### config.mk
export PLATFORM = sky130hd
export DESIGN_NAME = pipe_stage_reg
export DESIGN_NICKNAME = d
export VERILOG_FILES = /design/src/rtl/pipe_types_pkg.sv /design/src/rtl/pipe_slot.sv /design/src/rtl/pipe_stage_reg.sv
export SDC_FILE = /design/constraint.sdc
export NUM_CORES = 1
export LEC_CHECK = 0
export CORE_MARGIN = 2
export CORE_UTILIZATION = 34
export DETAILED_ROUTE_END_ITERATION = 8
export MAX_ROUTING_LAYER = met4
export PLACE_DENSITY_LB_ADDON = 0.08
export SETUP_SLACK_MARGIN = 0.15
export SLEW_MARGIN = 20
export SYNTH_ARGS = -nofsm -noshare
export SYNTH_HDL_FRONTEND = slang
export SYNTH_SLANG_ARGS = --single-unit
### constraint.sdc
create_clock -name CLK -period 1.3 [get_ports CLK]
set_clock_uncertainty 0.2 [all_clocks]
set_input_delay 0.195 -clock CLK [delete_from_list [all_inputs] [get_ports CLK]]
set_output_delay 0.195 -clock CLK [all_outputs]
set_load 0.05 [all_outputs]
### src/rtl/pipe_types_pkg.sv
// -----------------------------------------------------------------------------
// pipe_types_pkg
// Shared types and constants for the pipeline latch chain (pipe_stage_reg and
// its pipe_slot sub-module).
//   pipe_ctl_t     : per-slot control word {valid, halt}
//   PIPE_MAX_DEPTH : largest supported number of slots in one chain
//   PERF_CNT_W     : width of the optional performance counters
//   sat_inc()      : saturating increment used by the performance counters
// -----------------------------------------------------------------------------
package pipe_types_pkg;

  typedef struct packed {
    logic valid;
    logic halt;
  } pipe_ctl_t;

  localparam int PIPE_MAX_DEPTH = 8;
  localparam int PERF_CNT_W     = 32;

  // Stops at all-ones instead of wrapping back to zero.
  function automatic logic [PERF_CNT_W-1:0] sat_inc(input logic [PERF_CNT_W-1:0] value);
    return (&value) ? value : value + 1'b1;
  endfunction

endpackage

### src/rtl/pipe_slot.sv
// -----------------------------------------------------------------------------
// pipe_slot
// One registered slot of the pipeline latch chain: a valid/halt control word
// plus an opaque payload. clear has priority over load; with neither the slot
// holds its contents.
// Ports:
//   CLK      in   rising-edge clock
//   nRST     in   asynchronous reset, active low (slot becomes a bubble)
//   clear    in   turn the slot into a bubble on this edge
//   load     in   capture in_ctl/in_data on this edge
//   in_ctl   in   incoming control word
//   in_data  in   incoming payload (DATA_W bits)
//   out_ctl  out  stored control word
//   out_data out  stored payload (DATA_W bits)
// -----------------------------------------------------------------------------
module pipe_slot
  import pipe_types_pkg::*;
#(
  parameter int                DATA_W    = 32,
  parameter logic [DATA_W-1:0] RESET_VAL = '0
) (
  input  logic              CLK,
  input  logic              nRST,
  input  logic              clear,
  input  logic              load,
  input  pipe_ctl_t         in_ctl,
  input  logic [DATA_W-1:0] in_data,
  output pipe_ctl_t         out_ctl,
  output logic [DATA_W-1:0] out_data
);

  // A bubble always carries RESET_VAL so downstream sees a known payload.
  always_ff @(posedge CLK or negedge nRST) begin
    if (!nRST) begin
      out_ctl  <= '0;
      out_data <= RESET_VAL;
    end else if (clear) begin
      out_ctl  <= '0;
      out_data <= RESET_VAL;
    end else if (load) begin
      out_ctl  <= in_ctl;
      out_data <= in_data;
    end
  end

endmodule

### src/rtl/pipe_stage_reg.sv
// -----------------------------------------------------------------------------
// pipe_stage_reg
// Parametrised pipeline latch chain carrying an opaque DATA_W payload through
// DEPTH registered slots, each with a valid and a halt bit. Supports global
// advance (en), stall hold, flush-to-bubble and a sticky halted flag that
// freezes the whole chain once a valid HALT has reached the last slot.
// Parameters:
//   DATA_W    payload width (>= 1)
//   DEPTH     number of slots in series (1..PIPE_MAX_DEPTH)
//   RESET_VAL payload of reset and bubble slots
// Ports:
//   CLK, nRST          clock (rising edge), async active-low reset
//   en                 global advance qualifier
//   stall              hold every slot
//   flush              turn every slot into a bubble
//   in_valid, in_halt  incoming instruction is real / is HALT
//   in_data            incoming payload
//   out_valid/out_halt/out_data  contents of the last slot
//   halted             sticky flag, cleared only by nRST
// Optional feature macro PIPE_STAGE_PERF_EN adds:
//   stall_cnt, flush_cnt  saturating counters of stall and flush edges
// -----------------------------------------------------------------------------
module pipe_stage_reg
  import pipe_types_pkg::*;
#(
  parameter int                DATA_W    = 32,
  parameter int                DEPTH     = 1,
  parameter logic [DATA_W-1:0] RESET_VAL = '0
) (
  input  logic              CLK,
  input  logic              nRST,
  input  logic              en,
  input  logic              stall,
  input  logic              flush,
  input  logic              in_valid,
  input  logic              in_halt,
  input  logic [DATA_W-1:0] in_data,
  output logic              out_valid,
  output logic              out_halt,
  output logic [DATA_W-1:0] out_data,
  output logic              halted
`ifdef PIPE_STAGE_PERF_EN
  ,
  output logic [PERF_CNT_W-1:0] stall_cnt,
  output logic [PERF_CNT_W-1:0] flush_cnt
`endif
);

  pipe_ctl_t         slot_ctl  [DEPTH];
  logic [DATA_W-1:0] slot_data [DEPTH];
  pipe_ctl_t         head_ctl;
  logic              do_clear;
  logic              do_load;

  // Once halted nothing moves; flush outranks stall and en.
  assign do_clear = !halted && flush;
  assign do_load  = !halted && !flush && !stall && en;

  // A bubble entering the chain must never carry a halt marker.
  assign head_ctl = {in_valid, in_halt & in_valid};

  for (genvar k = 0; k < DEPTH; k++) begin : g_slot
    pipe_ctl_t         ctl_d;
    logic [DATA_W-1:0] data_d;

    if (k == 0) begin : g_head
      assign ctl_d  = head_ctl;
      assign data_d = in_data;
    end else begin : g_tail
      assign ctl_d  = slot_ctl[k-1];
      assign data_d = slot_data[k-1];
    end

    pipe_slot #(
      .DATA_W    (DATA_W),
      .RESET_VAL (RESET_VAL)
    ) u_slot (
      .CLK      (CLK),
      .nRST     (nRST),
      .clear    (do_clear),
      .load     (do_load),
      .in_ctl   (ctl_d),
      .in_data  (data_d),
      .out_ctl  (slot_ctl[k]),
      .out_data (slot_data[k])
    );
  end

  assign out_valid = slot_ctl[DEPTH-1].valid;
  assign out_halt  = slot_ctl[DEPTH-1].halt;
  assign out_data  = slot_data[DEPTH-1];

  // Sticky halt: sets one edge after a valid HALT is visible at the output.
  always_ff @(posedge CLK or negedge nRST) begin
    if (!nRST) begin
      halted <= 1'b0;
    end else if (out_valid && out_halt) begin
      halted <= 1'b1;
    end
  end

`ifdef PIPE_STAGE_PERF_EN
  // Counters share the priority of the slots: frozen while halted, and a
  // flush edge is never also counted as a stall edge.
  always_ff @(posedge CLK or negedge nRST) begin
    if (!nRST) begin
      stall_cnt <= '0;
      flush_cnt <= '0;
    end else if (!halted) begin
      if (flush) begin
        flush_cnt <= sat_inc(flush_cnt);
      end else if (stall) begin
        stall_cnt <= sat_inc(stall_cnt);
      end
    end
  end
`endif

endmodule

==> flow_summary.json <==
{
  "finalCriticalPeriod_ns": 1.387,
  "multi_input_area_um2": 370.4,
  "die_y_um": 66.25,
  "drt.antenna.violating_nets": 0,
  "area_growth_pct": 114.9,
  "status": "finished with violations",
  "maxSlewHeadroom": 0.8720,
  "clockBufferDepth": 2,
  "critPathRequiredTime_ns": 1.27,
  "root_buffer": "clkbuf_8",
  "path_clk_slew_ns": 0.07,
  "core_um2": 3689,
  "drc": 0,
  "power_density_nw_per_um2": 1371,
  "violations": "setup timing",
  "critPathCaptureType": "flip-flop",
  "fmax_mhz": 720.8,
  "gr-total-overflow": 0,
  "die_w_um": 66.25,
  "post-route-period-util": 1.067,
  "synth_top_area_frac": 0.6648,
  "gp_congestion": 0.6402,
  "syn_inst": 81,
  "track_usage": 0.1782,
  "cts_tree": "built",
  "io_buffers": 73,
  "avgRoutedWirePerCell_um": 16.82,
  "cts_made_buffers": 5,
  "synth_area_um2": 1318,
  "yosys_warnings": 0,
  "wl_um": 3920,
  "place_area_um2": 2435,
  "startpoint_type": "flip-flop",
  "crit_arrival_ns": 1.36,
  "dp_hpwl_um": 2340,
  "dr_total_vias": 1143,
  "postSynthNetCount": 120,
  "ys_types": 10,
  "path_max_fanout": 5,
  "ys_top_cells_by_area": "dfrtp_1 66%, a22o_1 20%, buf_6 3.4%",
  "final_cell_mix": "37 x buf_12, 34 x dfrtp_1, 34 x clkdlybuf4s50_1",
  "postSynthAreaPerCell_um2": 16.27,
  "htree_levels": 2,
  "nFillCells": 246,
  "drt_iter0_markers": 42,
  "layout_commonest_cell": "buf_12",
  "yosys_register_bits": 35,
  "r2r_cells": 3,
  "max-cap-violations": 0,
  "clock-sinks": 35,
  "antenna_found_initial": 0,
  "stdcell_area_um2": 2831,
  "drt_pass1_iterations": 4,
  "regArea_um2": 877.1,
  "ir_worst_vdd_mv": 0.7857,
  "grt_pass1_wl_um": 5623,
  "layout.nets": 223,
  "hold_violations": 0,
  "criticalPathCategory": "reg -> reg",
  "antennaDiodeCount": 0,
  "setup_viol": 35,
  "worst_pin_slew_ns": 0.1921,
  "start_util": 0.3572,
  "drive_gt1_frac": 0.4270,
  "die-area_um2": 4389,
  "grt_start_max_net_pins": 36,
  "power.leakage_nw": 1.332,
  "place_ws_ns": -0.4043,
  "fin_ws_ns": -0.08741,
  "synth_top_area_cell": "dfrtp_1",
  "via_per_inst": 4.906,
  "hold_path_class": "in -> async",
  "io-pin-count": 74,
  "clk_latency_ns": 0.28,
  "slew_viol_final": 0,
  "fin_util": 0.7676,
  "rsz0062_at_grt": "yes",
  "rows": 22,
  "grt_pass1_vias": 1097,
  "synth-seq-area-share": 0.6648
}
==> flip-flops by register name, summed over array words and instances, names as in the netlist <==
signal and count:
g_slot.u_slot.out_data 32, halted 1, g_slot.u_slot.out_ctl 2
==> critical path: stages, from the launching register on <==
cell and delay (ns):
dfrtp_2 0.44, a21o_4 0.26, clkbuf_16 0.17, a22o_2 0.21
==> per-layer routing <==
metal	share of wire	vias up	wire length (um)	GRT usage
met5	0	-	0	-
met4	0.0054	0	21	0.05357
met3	0.068	4	266	0.05111
met2	0.48	52	1897	0.2500
met1	0.44	568	1734	0.2511
li1	-	519	-	-
==> path summary, 6_finish.rpt <==
kind,from,to,slack [ns]
max in group asynchronous,nRST,halted,0.50
min in group CLK,in_data[27],g_slot[0].u_slot.out_data[27],0.32
hold / removal,nRST,g_slot[0].u_slot.out_data[14],0.21
hold reg to reg,g_slot[0].u_slot.out_data[13],g_slot[0].u_slot.out_data[13],0.36
setup reg to reg,halted,g_slot[0].u_slot.out_data[21],-0.09
setup / recovery,halted,g_slot[0].u_slot.out_data[21],-0.09
==> cells in the mapped netlist, drive strengths merged <==
cell type	count
a32o	1
inv	1
nand2b	1
a21o	2
a22o	33
nor3	1
buf	7
dfrtp	35
==> layout make-up <==
| cell class | instances | share of cell area |
|---|---|---|
| inverter | 1 | 0.001326 |
| clock buffer | 8 | 0.03535 |
| timing repair buffer | 103 | 0.5015 |
| multi-input combinational | 38 | 0.1308 |
| sequential | 35 | 0.3098 |
| tap | 48 | 0.02121 |
==> power by group <==
group,leakage [nW],internal (W),switching (W)
Clock,0.0515,0.000483,0.000361
Sequential,0.474,0.00121,0.000143
Combinational,0.807,0.000928,0.000756
==> logic make-up after synthesis <==
| kind of cell | synth area share |
|---|---|
| AO/OA/AOI/OAI | 0.2412 |
| flip-flops | 0.6648 |
| buffers and inverters | 0.07122 |
| AND/OR/NAND/NOR | 0.02279 |
==> through the flow <==
| step | total power (W) | setup TNS, ns | hold WS (ns) | cells |
|---|---|---|---|---|
| 3_5_place_dp | 0.002765 | -12.58 | -0.02947 | 201 |
| 3_3_place_gp | 0.002742 | -11.79 | -0.03413 | 201 |
| 4_1_cts | 0.003718 | -1.847 | 0.2194 | 219 |
| 6_report | 0.003883 | -2.163 | 0.2094 | 233 |
| 5_1_grt | 0.004032 | -3.154 | 0.2286 | 233 |
| 2_1_floorplan | 0.002017 | -4.836 | -0.3006 | 81 |
==> timing repair <==
| item | 4_1_cts | 5_1_grt |
|---|---|---|
| gates resized for setup | 8 | 7 |
| pin swaps | 1 | 1 |
| hold buffers | 1 | 0 |
| gates cloned | 1 | 4 |
| endpoints found under the setup margin | 69 | 69 |
| endpoints found under the hold margin | 35 | 0 |
| buffers inserted | 8 | 10 |
Power figures use the tool's default switching activity.
